`src/rtl/srl_mon_pkg.sv`:
```
// Shared definitions for the SRL equivalence monitor: FSM state encoding,
// default parameter values and the saturating-increment helper.
package srl_mon_pkg;

  // Monitor phases: ignore samples while the pipeline fills, then compare.
  typedef enum logic {
    ST_SETTLE = 1'b0,
    ST_CHECK  = 1'b1
  } mon_state_e;

  localparam int DEF_WIDTH  = 8;
  localparam int DEF_SETTLE = 4;
  localparam int DEF_CNT_W  = 16;

  // Increment value, holding at the all-ones value of a width-bit counter.
  // Counters wider than 32 bits are not supported by this helper.
  function automatic logic [31:0] sat_inc(input logic [31:0] value, input int width);
    logic [31:0] max_v;
    if (width >= 32) max_v = 32'hFFFF_FFFF;
    else             max_v = (32'd1 << width) - 32'd1;
    return (value >= max_v) ? value : value + 32'd1;
  endfunction

endpackage

```
`src/rtl/sat_counter.sv`:
```
// Saturating up-counter used for the mismatch count and the cycle counter.
// A clear on the same edge as an increment leaves the counter at 1, so the
// sample that coincides with the clear is still counted.
module sat_counter
  import srl_mon_pkg::*;
#(
  parameter int W = DEF_CNT_W
) (
  input  logic         clk,
  input  logic         rst,
  input  logic         clr,
  input  logic         inc,
  output logic [W-1:0] q
);

  // Count register: reset wins, then clear (plus the coincident increment), then saturating count.
  always_ff @(posedge clk) begin
    if (rst) begin
      q <= '0;
    end else if (clr) begin
      q <= inc ? W'(1) : '0;
    end else if (inc) begin
      q <= W'(sat_inc(32'(q), W));
    end
  end

endmodule

```
`src/rtl/srl_equiv_monitor.sv`:
```
// Compares the reference shift-register lanes (pat) against the netlist
// lanes (test) after a settle window and records a sticky error, a
// saturating mismatch count and the cycle/lanes of the first mismatch.
// Optional build macro SRL_MON_XCHECK_EN (simulation only): a lane also
// mismatches when test is X/Z while pat is known.
module srl_equiv_monitor
  import srl_mon_pkg::*;
#(
  parameter int WIDTH  = DEF_WIDTH,
  parameter int SETTLE = DEF_SETTLE,
  parameter int CNT_W  = DEF_CNT_W
) (
  input  logic             clk,
  input  logic             rst,
  input  logic             valid_in,
  input  logic             clear,
  input  logic [WIDTH-1:0] mask,
  input  logic [WIDTH-1:0] pat,
  input  logic [WIDTH-1:0] test,
  output logic             err,
  output logic [CNT_W-1:0] err_count,
  output logic [CNT_W-1:0] first_cycle,
  output logic [WIDTH-1:0] first_diff,
  output logic             armed,
  output logic [CNT_W-1:0] cycle_cnt
);

  localparam int SC_W = (SETTLE > 1) ? $clog2(SETTLE) : 1;
  localparam logic [SC_W-1:0] SETTLE_LAST = SC_W'((SETTLE > 0) ? SETTLE - 1 : 0);

  mon_state_e       state, state_nxt;
  logic [SC_W-1:0]  settle_cnt, settle_nxt;
  logic [WIDTH-1:0] diff;
  logic             hit;

`ifdef SRL_MON_XCHECK_EN
  // Per-lane case-inequality so an X/Z netlist lane against a known reference flags.
  always_comb begin
    diff = '0;
    for (int i = 0; i < WIDTH; i++) begin
      diff[i] = (pat[i] !== test[i]) & ~mask[i];
    end
  end
`else
  // Plain lane compare with masked lanes excluded.
  always_comb begin
    diff = (pat ^ test) & ~mask;
  end
`endif

  assign hit   = (state == ST_CHECK) && valid_in && (|diff);
  assign armed = (state == ST_CHECK);

  // State and settle-progress register.
  always_ff @(posedge clk) begin
    if (rst) begin
      state      <= ST_SETTLE;
      settle_cnt <= '0;
    end else begin
      state      <= state_nxt;
      settle_cnt <= settle_nxt;
    end
  end

  // Next state: count valid samples through the settle window; clear restarts it.
  always_comb begin
    state_nxt  = state;
    settle_nxt = settle_cnt;
    case (state)
      ST_SETTLE: begin
        if (SETTLE == 0) begin
          state_nxt = ST_CHECK;
        end else if (clear) begin
          settle_nxt = '0;
        end else if (valid_in) begin
          if (settle_cnt == SETTLE_LAST) begin
            state_nxt  = ST_CHECK;
            settle_nxt = '0;
          end else begin
            settle_nxt = settle_cnt + SC_W'(1);
          end
        end
      end
      ST_CHECK: begin
        if (clear && (SETTLE > 0)) begin
          state_nxt  = ST_SETTLE;
          settle_nxt = '0;
        end
      end
      default: begin
        state_nxt  = ST_SETTLE;
        settle_nxt = '0;
      end
    endcase
  end

  // Sticky error and first-failure capture; a clear coinciding with a hit recaptures.
  always_ff @(posedge clk) begin
    if (rst) begin
      err         <= 1'b0;
      first_cycle <= '0;
      first_diff  <= '0;
    end else if (hit && (!err || clear)) begin
      err         <= 1'b1;
      first_cycle <= cycle_cnt;
      first_diff  <= diff;
    end else if (clear) begin
      err         <= 1'b0;
      first_cycle <= '0;
      first_diff  <= '0;
    end
  end

  sat_counter #(.W(CNT_W)) u_err_count (
    .clk (clk),
    .rst (rst),
    .clr (clear),
    .inc (hit),
    .q   (err_count)
  );

  sat_counter #(.W(CNT_W)) u_cycle_cnt (
    .clk (clk),
    .rst (rst),
    .clr (1'b0),
    .inc (1'b1),
    .q   (cycle_cnt)
  );

endmodule

```
`config.mk`:
```
export PLATFORM = sky130hd
export DESIGN_NAME = srl_equiv_monitor
export DESIGN_NICKNAME = d
export VERILOG_FILES = /design/src/rtl/srl_mon_pkg.sv /design/src/rtl/sat_counter.sv /design/src/rtl/srl_equiv_monitor.sv
export SDC_FILE = /design/constraint.sdc
export NUM_CORES = 1
export LEC_CHECK = 0
export BUFFER_PORTS_ARGS = -buffer_cell sky130_fd_sc_hd__buf_2
export CORE_ASPECT_RATIO = 2
export CORE_MARGIN = 2
export CORE_UTILIZATION = 45
export CTS_CLUSTER_SIZE = 8
export DETAILED_ROUTE_END_ITERATION = 10
export PLACE_DENSITY = 0.74
export SETUP_SLACK_MARGIN = 0.3
export SLEW_MARGIN = 10
export SYNTH_ARGS = -nofsm -noshare
export SYNTH_HDL_FRONTEND = slang
export SYNTH_SLANG_ARGS = --single-unit
```
`constraint.sdc`:
```
create_clock -name clk -period 2.5 [get_ports clk]
set_clock_uncertainty 0.2 [all_clocks]
set_input_delay 0.5 -clock clk [delete_from_list [all_inputs] [get_ports clk]]
set_output_delay 0.5 -clock clk [all_outputs]
set_load 0.03 [all_outputs]
```
==> implementation parameters, run 1 <==
Parameter                              Value

STA
  Final total negative setup slack    0 ns
  Transition time at the pin with the least slew margin    around 0.43 ns
  Final period util    85.2%
  Unrepaired setup endpoints after global routing    false
  Shortest clock period the worst path allows after layout    between 2 and 2.5 ns
  Slew Limit Fails    0
  Final setup violation count    0
  Worst max-slew margin expressed relative to the limit    between 70 and 80%
  PnR worst setup slack    ~0.37 ns
  Final-report hold violation count    0
  Peak Freq    about 470 MHz
  Smallest hold slack    between 0.2 and 0.3 ns

Route
  Total wire length after detailed routing    approximately 7700 um
  Routed via count divided by cell count    around 5.5
  Antenna violation net count after detailed routing    0
  Drt first-iter violations    roughly 200
  Total DRC errors in the routed layout    0
  Routed wirelength normalized by instance count    14.7 um
  Number of detailed-route iterations in the first pass    4
  Overall via count from detail_route    around 2900

Hold path
  Class of the worst hold path    register to register

Layout
  Fin util    roughly 59%
  Area growth, synth to finish    28.1%
  Total number of nets in the final design    around 460
  Layout cells sized above 1    about 28%
  Post-Layout Cell Count    522
  Diodes inserted    0

Pwr
  P_sw    ~0.00047 W
  Pwr/cell area    roughly 590 nW/um^2
  Seq pwr share    ~44%
  Peak supply drop    0.000451 V
  Sw Share    a little over a fifth
  Leak pwr    approximately 1.5 nW
  Cell internal power dissipation    0.00173 W
  Share of power burned in combinational logic    between 5 and 6%
  Clk network pwr share    between 50% and 60%

Yosys
  Most area-hungry cell type in the Yosys netlist    sky130_fd_sc_hd__dfxtp_1
  Yosys top cell area share    around 41%
  Post-synthesis share of cell area spent on and, or, nand and nor gates    29.2%
  Top post-synthesis cells by count    sky130_fd_sc_hd__dfxtp_1, sky130_fd_sc_hd__nand2_1, sky130_fd_sc_hd__nor2_1, sky130_fd_sc_hd__mux2i_1, sky130_fd_sc_hd__a21oi_1
  Commonest register cell after synthesis    sky130_fd_sc_hd__dfxtp_1
  Warnings from Yosys    0
  Total nets after synthesis    374
  Most used standard cell by instance count after synthesis    sky130_fd_sc_hd__dfxtp_1
  Post-synthesis share of cell area spent on full adders, half adders and majority gates    between 1 and 1.5%
  Share of cell area taken by muxes after synthesis    approximately 8.6%
  Share of flip-flops with an asynchronous set or reset    0%
  Distinct cell type count after synthesis    between 40 and 50
  Main combinational cell family by area after synthesis    simple AND/OR/NAND/NOR gates
  Gate Count Post-Synth    around 340
  Synthesized-area fraction occupied by ao, oa, aoi and oai cells    slightly above 10%
  Post-synthesis sequential element count    60
  Share of the synthesized netlist area taken by xor and xnor gates    approximately 4.5%
  Post-synthesis instance area    ~2900 um^2
  Average footprint of a synthesized cell    8.45 um^2
  Top cells by area in the synthesized netlist    sky130_fd_sc_hd__dfxtp_1, sky130_fd_sc_hd__mux2i_1, sky130_fd_sc_hd__nand2_1
  Count of flip-flops with a built-in enable after synthesis    0
  Sequential element share of the synthesized area    41.4%

Floorplanning
  Placement Rows    41
  Initial standard-cell utilization of the core    46.3%
  Core region area    between 6000 and 7000 um^2
  DIE AREA    7140 um^2
  Number of top-level pins    86
  Die span in y    between 100 and 150 um
  Die outline width    roughly 60 um

Clock tree
  Num Clock Sinks    60
  Inserted Clock Buffers    9
  Clock-pin transition on the worst setup and hold timing paths    0.05 ns
  Clk Latency, worst-skew pair    0.32 ns
  Number of buffers inserted by hold repair at cts    0
  CTS tree    yes
  Root buffer cell    sky130_fd_sc_hd__clkbuf_16
  Number of levels in the clock H-tree    3
  Max Buffers Root-to-Sink    2

Placed design
  IO buf count    85
  Number of instances in the placed design    507
  HPWL Detailed    roughly 5800 um
  Global placer's final weighted congestion    slightly below 0.9
  Placement Setup Slack    0.0607 ns

Global routing
  Antenna violations before repair    0
  Gr ovfl total    0
  Pin count of the biggest net entering global routing    25
  First-pass GRT wire length    between 10000 and 15000 um
  Number of global-route vias before repair    2733
  Total track usage    between 20% and 30%

Worst setup path
  Worst Path Required    2.55 ns
  Startpoint type of the worst setup path    register
  Data arrival time of the worst path    2.18 ns
  Worst setup path category    register to register
  Maximum fanout along the worst path    5
  CP Capture Type    register

Run status
  Status    finished clean

Job
  Max Cap Violations    0
cells in the final DEF (no fill, tap or decap), types with 3 or more instances in the layout:
master	netlist	final
sky130_fd_sc_hd__clkbuf_16	0	9
sky130_fd_sc_hd__nand3_1	8	8
sky130_fd_sc_hd__buf_4	0	11
sky130_fd_sc_hd__nor2_1	26	26
sky130_fd_sc_hd__o31ai_1	3	3
sky130_fd_sc_hd__nand2_1	54	54
sky130_fd_sc_hd__dfxtp_1	60	56
sky130_fd_sc_hd__mux2i_1	25	25
sky130_fd_sc_hd__and3_1	4	4
sky130_fd_sc_hd__or3_1	19	19
sky130_fd_sc_hd__a211oi_1	3	3
sky130_fd_sc_hd__xnor2_1	15	14
sky130_fd_sc_hd__dfxtp_2	0	4
sky130_fd_sc_hd__nor3_1	10	9
sky130_fd_sc_hd__nand4_1	13	13
sky130_fd_sc_hd__buf_2	1	85
sky130_fd_sc_hd__inv_1	5	5
sky130_fd_sc_hd__and2_1	4	4
sky130_fd_sc_hd__o21ai_0	13	13
sky130_fd_sc_hd__a21oi_1	20	20
sky130_fd_sc_hd__nor4_1	7	6
sky130_fd_sc_hd__o22ai_1	4	3
sky130_fd_sc_hd__nand2b_1	3	3
sky130_fd_sc_hd__or4_1	7	6
timing repair:
action / in CTS / in global routing
resized for setup: 0 / 11
setup buffers: 0 / 0
setup endpoints to repair: 0 / 12
routing by layer:
layer | GRT usage [%] | vias to the layer above | share of wire, %
li1 | - | 1408 | -
met1 | 23.4 | 1344 | 36
met2 | 40.2 | 101 | 56
met3 | 4.51 | 26 | 4.8
met4 | 11.7 | 0 | 3.6
met5 | 0 | - | 0
per-stage QoR:
step | power, W | area [um^2]
3_3_place_gp | 0.00112 | 3410
6_report | 0.00221 | 3710
5_1_grt | 0.00229 | 3710
2_1_floorplan | 0.00106 | 2900
3_5_place_dp | 0.00112 | 3410
4_1_cts | 0.00223 | 3680
area by class of cell:
type                    instances  area, um^2
fillers                       596        2550
clock inverters                 2        10.0
clock buffers                  13         260
well taps                      86         108
repair buffers                 96         508
flip-flops and latches         60        1210
multi-input cells             259        1600
inverters                       6        22.5
path summary, 6_finish.rpt:
check	slack [ns]	cells after the start	endpoint	startpoint
setup reg to reg	0.37	5	u_err_count.q[14]	u_err_count.q[9]
hold / removal	0.25	2	first_diff[5]	first_diff[5]
hold reg to reg	0.25	2	first_diff[5]	first_diff[5]
setup / recovery	0.37	5	u_err_count.q[14]	u_err_count.q[9]
worst max-delay path, stage by stage, from the launching register on:
cell and delay [ns]:
sky130_fd_sc_hd__dfxtp_1 0.38, sky130_fd_sc_hd__and4_1 0.25, sky130_fd_sc_hd__nand4_1 0.20, sky130_fd_sc_hd__or4_1 0.57
sky130_fd_sc_hd__or3_1 0.32, sky130_fd_sc_hd__a21oi_1 0.14
kinds of logic after synthesis:
group / after synthesis
xor gates and xnor gates: 15
and+or+nand+nor: 166
AOI/OAI and AO/OA: 50
adders and majority gates: 3
muxes: 25
buffers and inverters: 24
DFF: 60
power groups by stage:
stage,Sequential [W],Combinational (W),Clock (W)
detailed placement,0.000989,0.000128,0
global placement,0.000989,0.000127,0
finish,0.000970,0.000131,0.00110
CTS,0.000970,0.000129,0.00113
global route,0.000969,0.000145,0.00118
floorplan,0.000995,0.0000658,0
registers in the layout, summed over array words and instances (netlist names):
name and cells:
armed 1, err 1, first_cycle 16, first_diff 8
settle_cnt 2, u_cycle_cnt.q 16, u_err_count.q 16
Power figures use the tool's default switching activity.
==> inputs of run 2 (changes only) <==
Settings changed: CTS_BUF_LIST set to sky130_fd_sc_hd__clkbuf_4 sky130_fd_sc_hd__clkbuf_8, PLACE_DENSITY 0.74 to 0.68.
==> implementation parameters, run 2 (synthesis gave the netlist of run 1 again) <==
Parameter                              Value

Run status
  Status    finished clean

Global routing
  Number of global-route vias before repair    roughly 2800
  Gr ovfl total    0
  First-pass GRT wire length    about 13000 um
  Pin count of the biggest net entering global routing    25
  Total track usage    between 20% and 30%
  Antenna violations before repair    0

STA
  Transition time at the pin with the least slew margin    between 0.4 and 0.5 ns
  Shortest clock period the worst path allows after layout    approximately 2.1 ns
  Unrepaired setup endpoints after global routing    true
  Final total negative setup slack    0 ns
  Smallest hold slack    between 0.2 and 0.25 ns
  Peak Freq    about 470 MHz
  Worst max-slew margin expressed relative to the limit    between 70% and 80%
  Slew Limit Fails    0
  Final-report hold violation count    0
  Final period util    85.9%
  Final setup violation count    0

Placed design
  HPWL Detailed    5850 um
  Cell Area, Placed    between 3000 and 4000 um^2
  IO buf count    between 80 and 90
  Global placer's final weighted congestion    roughly 0.90

Worst setup path
  Sequence of cells on the critical path    and4_1 -> nand4_1 -> or4_1 -> or3_1 -> a21oi_1
  Worst R2R End    u_err_count.q[14]
  R2R setup slack    ~0.35 ns
  Worst setup path category    register to register
  Maximum fanout along the worst path    6
  Startpoint type of the worst setup path    register
  Data arrival time of the worst path    ~2.2 ns
  Delay of the slowest cell on the worst path    0.55 ns
  Slowest CP cell    sky130_fd_sc_hd__or4_1
  CP Capture Type    register
  Number of cell instances on the worst register-to-register path    5
  Worst Path Required    about 2.6 ns
  Critical R2R Launch    u_err_count.q[7]

Layout
  Area growth, synth to finish    26.2%
  Commonest non-fill, non-tap cells in the layout    sky130_fd_sc_hd__buf_2, sky130_fd_sc_hd__dfxtp_1, sky130_fd_sc_hd__nand2_1
  Final standard cell area without fillers    3660 um^2
  Layout cells sized above 1    ~29%
  Diodes inserted    0
  Total number of nets in the final design    approximately 460
  Leading cell type in the layout, fill and taps excluded    sky130_fd_sc_hd__buf_2
  Fin util    between 50% and 60%
  Largest registers    first_cycle: 16 flops, u_cycle_cnt.q: 16 flops, u_err_count.q: 16 flops

Pwr
  Peak supply drop    0.000408 V
  P_sw    approximately 0.00045 W
  Sw Share    22.2%
  Cell internal power dissipation    0.00157 W
  Clk network pwr share    45.7%
  Share of power burned in combinational logic    6.4%
  Leak pwr    approximately 1.4 nW
  Seq pwr share    47.9%
  Pwr/cell area    553 nW/um^2
  Final total power    just over 0.002 W

Clock tree
  Max Buffers Root-to-Sink    2
  Number of buffers inserted by hold repair at cts    0
  Num Clock Sinks    60
  Number of levels in the clock H-tree    3
  Root buffer cell    sky130_fd_sc_hd__clkbuf_8
  CTS tree    yes
  Clock-pin transition on the worst setup and hold timing paths    around 0.06 ns
  Clk Latency, worst-skew pair    about 0.35 ns
  Inserted Clock Buffers    9

Floorplanning
  Die outline width    around 61 um
  Initial standard-cell utilization of the core    a little under half
  Number of top-level pins    between 80 and 90
  Placement Rows    41
  Core region area    between 6000 and 7000 um^2
  Die span in y    118 um
  DIE AREA    between 7000 and 8000 um^2

Route
  Routed wirelength normalized by instance count    15.1 um
  Total wire length after detailed routing    between 7000 and 8000 um
  Overall via count from detail_route    a little under 3000
  Routed via count divided by cell count    about 5.5
  Drt first-iter violations    approximately 180
  Antenna violation net count after detailed routing    0
  Total DRC errors in the routed layout    0
  Number of detailed-route iterations in the first pass    4

Hold path
  Class of the worst hold path    input port to register
  Launch point of the worst hold path    valid_in
  Worst hold stages    3
  Hold endpoint    armed

Job
  Max Cap Violations    0
-- run 2: cell count changes in the layout (fill, tap and decap cells not counted), sizes merged --
cell	delta
clkbuf	+2
clkinv	-2
buf	+1
bufinv	+1
-- run 2: routing by layer --
layer,vias up,global-route usage (%),part of all wire [%]
li1,1414,-,-
met1,1361,23.2,36
met2,100,40.9,55
met3,27,6.04,4.8
met4,0,15.2,3.9
met5,-,0,0
-- run 2: worst max path at each step --
stage | startpoint | to | slack [ns]
after floorplan | u_err_count.q[6] | u_err_count.q[14] | 0.32
after global placement | test[1] | first_cycle[5] | 0.1
after detailed placement | test[1] | first_cycle[5] | 0.06
after CTS | u_err_count.q[6] | u_err_count.q[14] | 0.34
after global routing | u_err_count.q[7] | u_err_count.q[14] | 0.25
final | u_err_count.q[7] | u_err_count.q[14] | 0.35
-- run 2: repair_timing --
item / 4_1_cts / 5_1_grt
gates resized for setup: 0 / 8
buffers inserted: 0 / 1
endpoints found under the setup margin: 0 / 11
-- run 2: power groups by stage --
stage	Combinational, W	Sequential, W	Clock (W)
floorplan	0.0000658	0.000995	0
global placement	0.000126	0.000989	0
detailed placement	0.000128	0.000989	0
CTS	0.000129	0.000968	0.000946
global route	0.000143	0.000968	0.000986
finish	0.000129	0.000968	0.000924
-- run 2: final cells by class --
| cell class | count | area (um^2) |
|---|---|---|
| sequential | 60 | 1210 |
| clock inverter | 1 | 30.0 |
| timing repair buffer | 97 | 528 |
| fill | 599 | 2600 |
| clock buffer | 15 | 181 |
| multi-input combinational | 259 | 1580 |
| inverter | 6 | 22.5 |
| tap | 86 | 108 |
-- run 2: stage by stage --
stage | worst slack (ns) | instances
after floorplan | 0.319 | 343
after global placement | 0.0972 | 507
after detailed placement | 0.0559 | 507
after CTS | 0.343 | 523
after global routing | 0.246 | 524
final | 0.351 | 524
-- run 2: critical path, delay by kind of cell, from the launching register on --
kind,cells,cell delay (ns)
flops,1,0.41
simple gates,4,1.32
compound gates,1,0.14
